--- config.mk ---
export PLATFORM = sky130hd
export DESIGN_NAME = id2exe_fwd
export DESIGN_NICKNAME = d
export VERILOG_FILES = /design/src/rtl/id2exe_fwd.sv
export SDC_FILE = /design/constraint.sdc
export NUM_CORES = 1
export LEC_CHECK = 0
export CAP_MARGIN = 20
export CORE_MARGIN = 2
export CORE_UTILIZATION = 35
export CTS_CLUSTER_DIAMETER = 30
export DETAILED_ROUTE_END_ITERATION = 6
export GPL_ROUTABILITY_DRIVEN = 1
export GPL_TIMING_DRIVEN = 1
export PLACE_DENSITY = 0.72
export SLEW_MARGIN = 20
export SYNTH_ARGS = -nofsm -noshare
export SYNTH_HDL_FRONTEND = slang
export SYNTH_SLANG_ARGS = --single-unit
--- constraint.sdc ---
create_clock -name clk -period 2.58 [get_ports clk]
set_input_delay 0.645 -clock clk [delete_from_list [all_inputs] [get_ports clk]]
set_output_delay 0.645 -clock clk [all_outputs]
set_load 0.005 [all_outputs]
--- src/rtl/id2exe_fwd.sv ---
// ID/EXE pipeline register with combinational MEM/WB operand forwarding
// and load-use hazard detection against the instruction held in EXE.
module id2exe_fwd #(
  parameter int WORD_LEN     = 32,
  parameter int EXE_CMD_LEN  = 4,
  parameter int REG_ADDR_LEN = 5,
  parameter int FORWARD_EN   = 1
) (
  input  logic                    clk,
  input  logic                    rst,
  input  logic                    stall,
  input  logic                    flush,
  input  logic                    id_valid,
  input  logic [WORD_LEN-1:0]     id_pc,
  input  logic [WORD_LEN-1:0]     id_reg1,
  input  logic [WORD_LEN-1:0]     id_reg2,
  input  logic [WORD_LEN-1:0]     id_imm,
  input  logic [REG_ADDR_LEN-1:0] id_src1,
  input  logic [REG_ADDR_LEN-1:0] id_src2,
  input  logic [REG_ADDR_LEN-1:0] id_dest,
  input  logic [EXE_CMD_LEN-1:0]  id_exe_cmd,
  input  logic                    id_is_imm,
  input  logic                    id_mem_r_en,
  input  logic                    id_mem_w_en,
  input  logic                    id_wb_en,
  input  logic                    mem_wb_en,
  input  logic [REG_ADDR_LEN-1:0] mem_dest,
  input  logic [WORD_LEN-1:0]     mem_value,
  input  logic                    wb_wb_en,
  input  logic [REG_ADDR_LEN-1:0] wb_dest,
  input  logic [WORD_LEN-1:0]     wb_value,
  output logic [WORD_LEN-1:0]     val1,
  output logic [WORD_LEN-1:0]     val2,
  output logic [EXE_CMD_LEN-1:0]  exe_cmd,
  output logic [WORD_LEN-1:0]     st_value,
  output logic [WORD_LEN-1:0]     exe_pc,
  output logic [REG_ADDR_LEN-1:0] exe_dest,
  output logic                    exe_valid,
  output logic                    exe_mem_r_en,
  output logic                    exe_mem_w_en,
  output logic                    exe_wb_en,
  output logic                    load_use_hazard
);

  localparam bit FWD = (FORWARD_EN != 0);

  typedef struct packed {
    logic                    valid;
    logic [WORD_LEN-1:0]     pc;
    logic [WORD_LEN-1:0]     reg1;
    logic [WORD_LEN-1:0]     reg2;
    logic [WORD_LEN-1:0]     imm;
    logic [REG_ADDR_LEN-1:0] src1;
    logic [REG_ADDR_LEN-1:0] src2;
    logic [REG_ADDR_LEN-1:0] dest;
    logic [EXE_CMD_LEN-1:0]  cmd;
    logic                    is_imm;
    logic                    mem_r_en;
    logic                    mem_w_en;
    logic                    wb_en;
  } stage_t;

  stage_t stage_q, stage_d, bubble;

  always_comb begin
    bubble     = '0;
    bubble.cmd = '1;
  end

  always_comb begin
    stage_d = stage_q;
    if (flush) begin
      stage_d = bubble;
    end else if (!stall) begin
      stage_d.valid    = id_valid;
      stage_d.pc       = id_pc;
      stage_d.reg1     = id_reg1;
      stage_d.reg2     = id_reg2;
      stage_d.imm      = id_imm;
      stage_d.src1     = id_src1;
      stage_d.src2     = id_src2;
      stage_d.dest     = id_dest;
      stage_d.cmd      = id_exe_cmd;
      stage_d.is_imm   = id_is_imm;
      stage_d.mem_r_en = id_mem_r_en;
      stage_d.mem_w_en = id_mem_w_en;
      stage_d.wb_en    = id_wb_en;
    end
  end

  always_ff @(posedge clk) begin
    if (rst) stage_q <= bubble;
    else     stage_q <= stage_d;
  end

  // MEM is the younger producer, so it is checked before WB.
  logic [WORD_LEN-1:0] fwd1, fwd2;
  always_comb begin
    fwd1 = stage_q.reg1;
    if (FWD && stage_q.src1 != '0) begin
      if (mem_wb_en && mem_dest == stage_q.src1)    fwd1 = mem_value;
      else if (wb_wb_en && wb_dest == stage_q.src1) fwd1 = wb_value;
    end
    fwd2 = stage_q.reg2;
    if (FWD && stage_q.src2 != '0) begin
      if (mem_wb_en && mem_dest == stage_q.src2)    fwd2 = mem_value;
      else if (wb_wb_en && wb_dest == stage_q.src2) fwd2 = wb_value;
    end
  end

  // src2 of an immediate op still matters when it is store data.
  always_comb begin
    load_use_hazard = 1'b0;
    if (stage_q.valid && stage_q.mem_r_en && stage_q.dest != '0 && id_valid) begin
      load_use_hazard = (id_src1 == stage_q.dest) ||
                        ((id_src2 == stage_q.dest) && (!id_is_imm || id_mem_w_en));
    end
  end

  assign val1         = fwd1;
  assign val2         = stage_q.is_imm ? stage_q.imm : fwd2;
  assign st_value     = fwd2;
  assign exe_cmd      = stage_q.cmd;
  assign exe_pc       = stage_q.pc;
  assign exe_dest     = stage_q.dest;
  assign exe_valid    = stage_q.valid;
  assign exe_mem_r_en = stage_q.mem_r_en;
  assign exe_mem_w_en = stage_q.mem_w_en;
  assign exe_wb_en    = stage_q.wb_en;

endmodule

== After elaboration in Yosys (flattened, before gate mapping) ==
Cells that the tools add are included.
Widths: inputs -> output; s select.
Operators by class
  equal/unequal tests: 6
  mux-type cells: 8
  reduce and logical (&&, ||, !) cells: 15
Operators by type and width (number)
  $mux 32: 7
  $eq 5x5->1: 6
  $reduce_bool 5->1: 3
  $logic_and 1x1->1: 8
  $logic_or 1x1->1: 2
  $reduce_or 2->1: 1
  $logic_not 1->1: 1
  $mux 1: 1
Word-level totals
  flip-flop bits (word level): 152
  input port bits: 232
  output and inout port bits: 142
  logic and storage cells: 42

== Depth between registers and ports, before layout ==
Gate-level depths: netlist of run 1.
  depth in word-level cells: 6
  depth in mapped cells: 7
  mapped depth without buffers: 5

== Least setup slack after synthesis of run 1 ==
OpenSTA, ideal clock, no wires.
  path type: in2out
  start point: input mem_dest[2]
  end point: output val2[10]
  data arrival time: 2.025 ns
  required time: 1.935 ns
  slack: -0.090 ns
  cell stages on the path: 6
  path buffers: 1
  path through: xnor2_1 > nand4_2 > nor2_4 > buf_12 > mux2_4 > a221o_1
Between the ends
  cells in the longest elaborated chain, start to end: 5
Ends and longest elaborated chain
  start, declared: line 27  | input logic [REG_ADDR_LEN-1:0] mem_dest,
  $eq 5x5->1: line 106  | if (mem_wb_en && mem_dest == stage_q.src2) fwd2 = mem_value;
  $logic_and 1x1->1: line 106
  $mux 32: line 106
  $mux 32: line 105  | if (FWD && stage_q.src2 != '0) begin
  $mux 32: line 121  | assign val2 = stage_q.is_imm ? stage_q.imm : fwd2;
  end, declared: line 33  | output logic [WORD_LEN-1:0] val2,
Every way passes these cells.

== Worst setup path after layout of run 1 ==
  start point: input mem_dest[2]
  end point: output val2[4]
Same word-level chain as after synthesis.

==> key figures, run 1 <==
CTS
  – CTS tree: yes
  – Hold_buf cts: 0
  – CTS HTree Levels: 4
  – Clk slew on worst S/H paths: ~0.08 ns
  – Clk_lat worst skew: about 0.43 ns
  – CTS Buf Count: 17
  – Root buf cell: clkbuf_16
  – Clock buffer depth: 2
  – Sink Count: 152

Setup path
  – Worst path slowest cell: mux2_4
  – Worst stage delay on the critical path: 0.31 ns
  – Worst-path cell chain: buf_4, xnor2_4, nand4_4, buf_6, nor2_4, buf_12, buf_12, buf_12, mux2_4, a221o_1, buf_2
  – Crit path top cell by count: buf_12
  – Worst EP required: just under 2 ns
  – Setup crit start kind: input port
  – Worst path top cell family by delay: buffers and inverters
  – Critical path fanouts, max: 6
  – Critical Path End Type: output pin
  – WP data arrival: 2.49 ns
  – Worst Path Buf+Inv: 6
  – Critical path class: in2out

Timing
  – Rel. slew slack: between 50% and 60%
  – Count of final hold-check violations: 0
  – Tightest Pin Transition: 0.725 ns
  – Period utilization: 121%
  – Final worst setup slack: -0.553 ns
  – Count of final setup violators: 96
  – Clock Skew: 0 ns
  – Setup_tns: -35.01 ns
  – Max Slew Vio Count: 0
  – Tmin final: approximately 3.1 ns
  – FMAX: 319 MHz
  – Unrepaired setup endpoints after global routing: true

Power
  – VDD IR max: 0.388 mV
  – Power per cell area: 429 mW/mm^2
  – Overall Power: 6550 uW
  – Leakage: 0.00659 uW

Drt
  – Antenna Nets Post-Route: 0
  – Vias per cell: 5.16
  – Wire per inst: 20.7 um
  – DRT iter0 DRCs: about 550
  – DR vias: 9153
  – DRC viols: 0
  – Routed WL: between 30 and 40 mm
  – Initial DRT Pass Iterations: 5

Synthesis
  – Synth cell types: 35
  – Top cell type by total area after synthesis: dfxtp_1
  – Post-Synthesis Cells: around 1000
  – Syn. warnings: 0
  – Average cell area after synthesis: 8.84 sq um
  – Area contributors post-synth: dfxtp_1 35%, mux2i_1 17%, nor2_1 6.5%, mux2_4 5.1%, buf_4 3.9%
  – Sequential-to-total area share from yosys stat: 34.5%
  – Syn nets: ~1200
  – Synthesized cell area: 0.00881 sq mm
  – Synth top area share: 34.5%
  – #FFs+latches synth: 152

Floorplanning
  – Ports: 374
  – Die width: approximately 160 um
  – Initial Utilization: roughly a third
  – Die area: 0.0265 sq mm
  – Die Y: 163 um
  – Row cnt: 58
  – Core ar.: 0.0250 sq mm

Min path
  – Min-Delay Path Class: reg2reg

Placed design
  – RePlAce Congestion: around 0.97
  – Post-DP HPWL: between 20 and 30 mm
  – Placed cell areas: 0.0135 sq mm
  – Port Buf Inserts: 373

Final layout
  – Fill cells: ~2100
  – Most frequent cells in the layout: 258 x clkdlybuf4s50_1, 152 x mux2i_1, 150 x nor2_1
  – Post-route cell area: 0.0152 sq mm
  – Final core occ: between 60% and 70%
  – Area delta synth->final: 73.0%
  – Share of cells above drive strength 1: 31.4%
  – Commonest non-fill, non-tap cell in the layout: clkdlybuf4s50_1
  – Final #Nets: ~1700

Global routing
  – Vias in the first global route: 9230
  – Largest net degree at the start of global routing: 66
  – Total congestion overflow: 0
  – Initial antenna violation count: 2
  – First-pass GRT wire length: 53.8 mm
  – GRT Util Overall: 26.5%

Flow run
  – Max-cap violation count: 0

Run status
  – Failing checks: negative setup slack
  – Outcome: complete, but fails checks
==> metal layers <==
metal / vias to the layer above / part of all wire (%) / GRT usage, %
met5: - / 0 / 0
met1: 4355 / 42 / 33.5
met4: 0 / 3.5 / 11.1
met3: 79 / 6.9 / 5.68
li1: 4315 / - / -
met2: 404 / 47 / 43.8
==> through the flow <==
step                std cells  hold WS, ns  setup slack [ns]
floorplan                 997        0.445           -0.0229
global placement         1679        0.456             -1.14
finish                   1774        0.484            -0.553
detailed placement       1679        0.466             -1.19
global route             1773        0.509            -0.630
CTS                      1763        0.487            -0.607
==> power breakdown <==
| part | switching (uW) | internal, uW |
|---|---|---|
| logic | 662 | 866 |
| registers | 62.1 | 2420 |
| clock network | 1170 | 1370 |
| total | 1890 | 4650 |
==> repair_timing <==
item	4_1_cts	5_1_grt
hold endpoints to repair	0	0
cloned	11	3
buffers inserted	43	12
resized for setup	568	59
setup endpoints to repair	97	97
pin swaps	45	37
==> tightest hold or removal path: stages, from the launching register on <==
cell	delay, ns
dfxtp_1	0.33
mux2i_1	0.07
nand2_1	0.06
==> path summary, 6_finish.rpt <==
check,endpoint,startpoint,slack (ns),cells after the start
max,val2[4],mem_dest[2],-0.55,11
min,exe_cmd[0],exe_cmd[0],0.48,2
max reg2reg,stage_q[3],stage_q[3],1.58,3
min reg2reg,exe_cmd[0],exe_cmd[0],0.48,2
==> synth_stat cells <==
cell / instances
nor3_1: 35
clkbuf_1: 53
mux2_4: 30
a21oi_1: 34
inv_1: 64
and3_1: 1
buf_2: 21
xor2_1: 11
nand2_2: 2
xnor2_1: 19
nor4_1: 2
clkbuf_4: 1
o22ai_4: 1
o21a_1: 1
nor2_1: 152
mux2i_1: 152
nand4_1: 33
nor2_4: 1
mux2_2: 2
dfxtp_1: 152
o221ai_1: 32
o2111ai_1: 1
a22o_2: 30
buf_4: 46
nand4_4: 1
or4_1: 1
nand2b_1: 33
nand4_2: 1
or2_2: 2
buf_1: 4
a22o_1: 2
nand3_1: 2
buf_12: 3
nand2_1: 40
a221o_1: 32
==> final cells by class <==
cell class	count	area [sq um]	area share (%)
Multi-Input combinational cell	654	5520	36.2
Tap cell	330	413	2.71
Antenna cell	3	7.51	0.0492
Sequential cell	152	3070	20.2
Clock inverter	15	155	1.02
Timing Repair Buffer	539	5410	35.5
Inverter	64	240	1.58
Clock buffer	17	425	2.79
==> cells by family (layout without fill, tap and decap cells) <==
| kind of cell | after synthesis | after routing | share of synthesized area (%) |
|---|---|---|---|
| and+or+nand+nor | 306 | 306 | 16.1 |
| buffers and inverters | 192 | 635 | 11.0 |
| muxes | 184 | 184 | 22.6 |
| DFF | 152 | 152 | 34.5 |
| AOI/OAI and AO/OA | 133 | 134 | 12.8 |
| xor gates and xnor gates | 30 | 30 | 2.98 |
| other | 0 | 3 | 0 |
==> sequential cells by signal, indices dropped and copies added, names as in the netlist <==
register      cells
stage_q         107
exe_pc           32
exe_dest          5
exe_cmd           4
exe_mem_r_en      1
exe_mem_w_en      1
exe_valid         1
exe_wb_en         1
(Power assumes the default switching activity.)
==> run 2: changes to the inputs <==
- SLEW_MARGIN: 20 -> 15
==> results of run 2 <==
The final DEF is identical to that of run 1; final timing and power are the same.
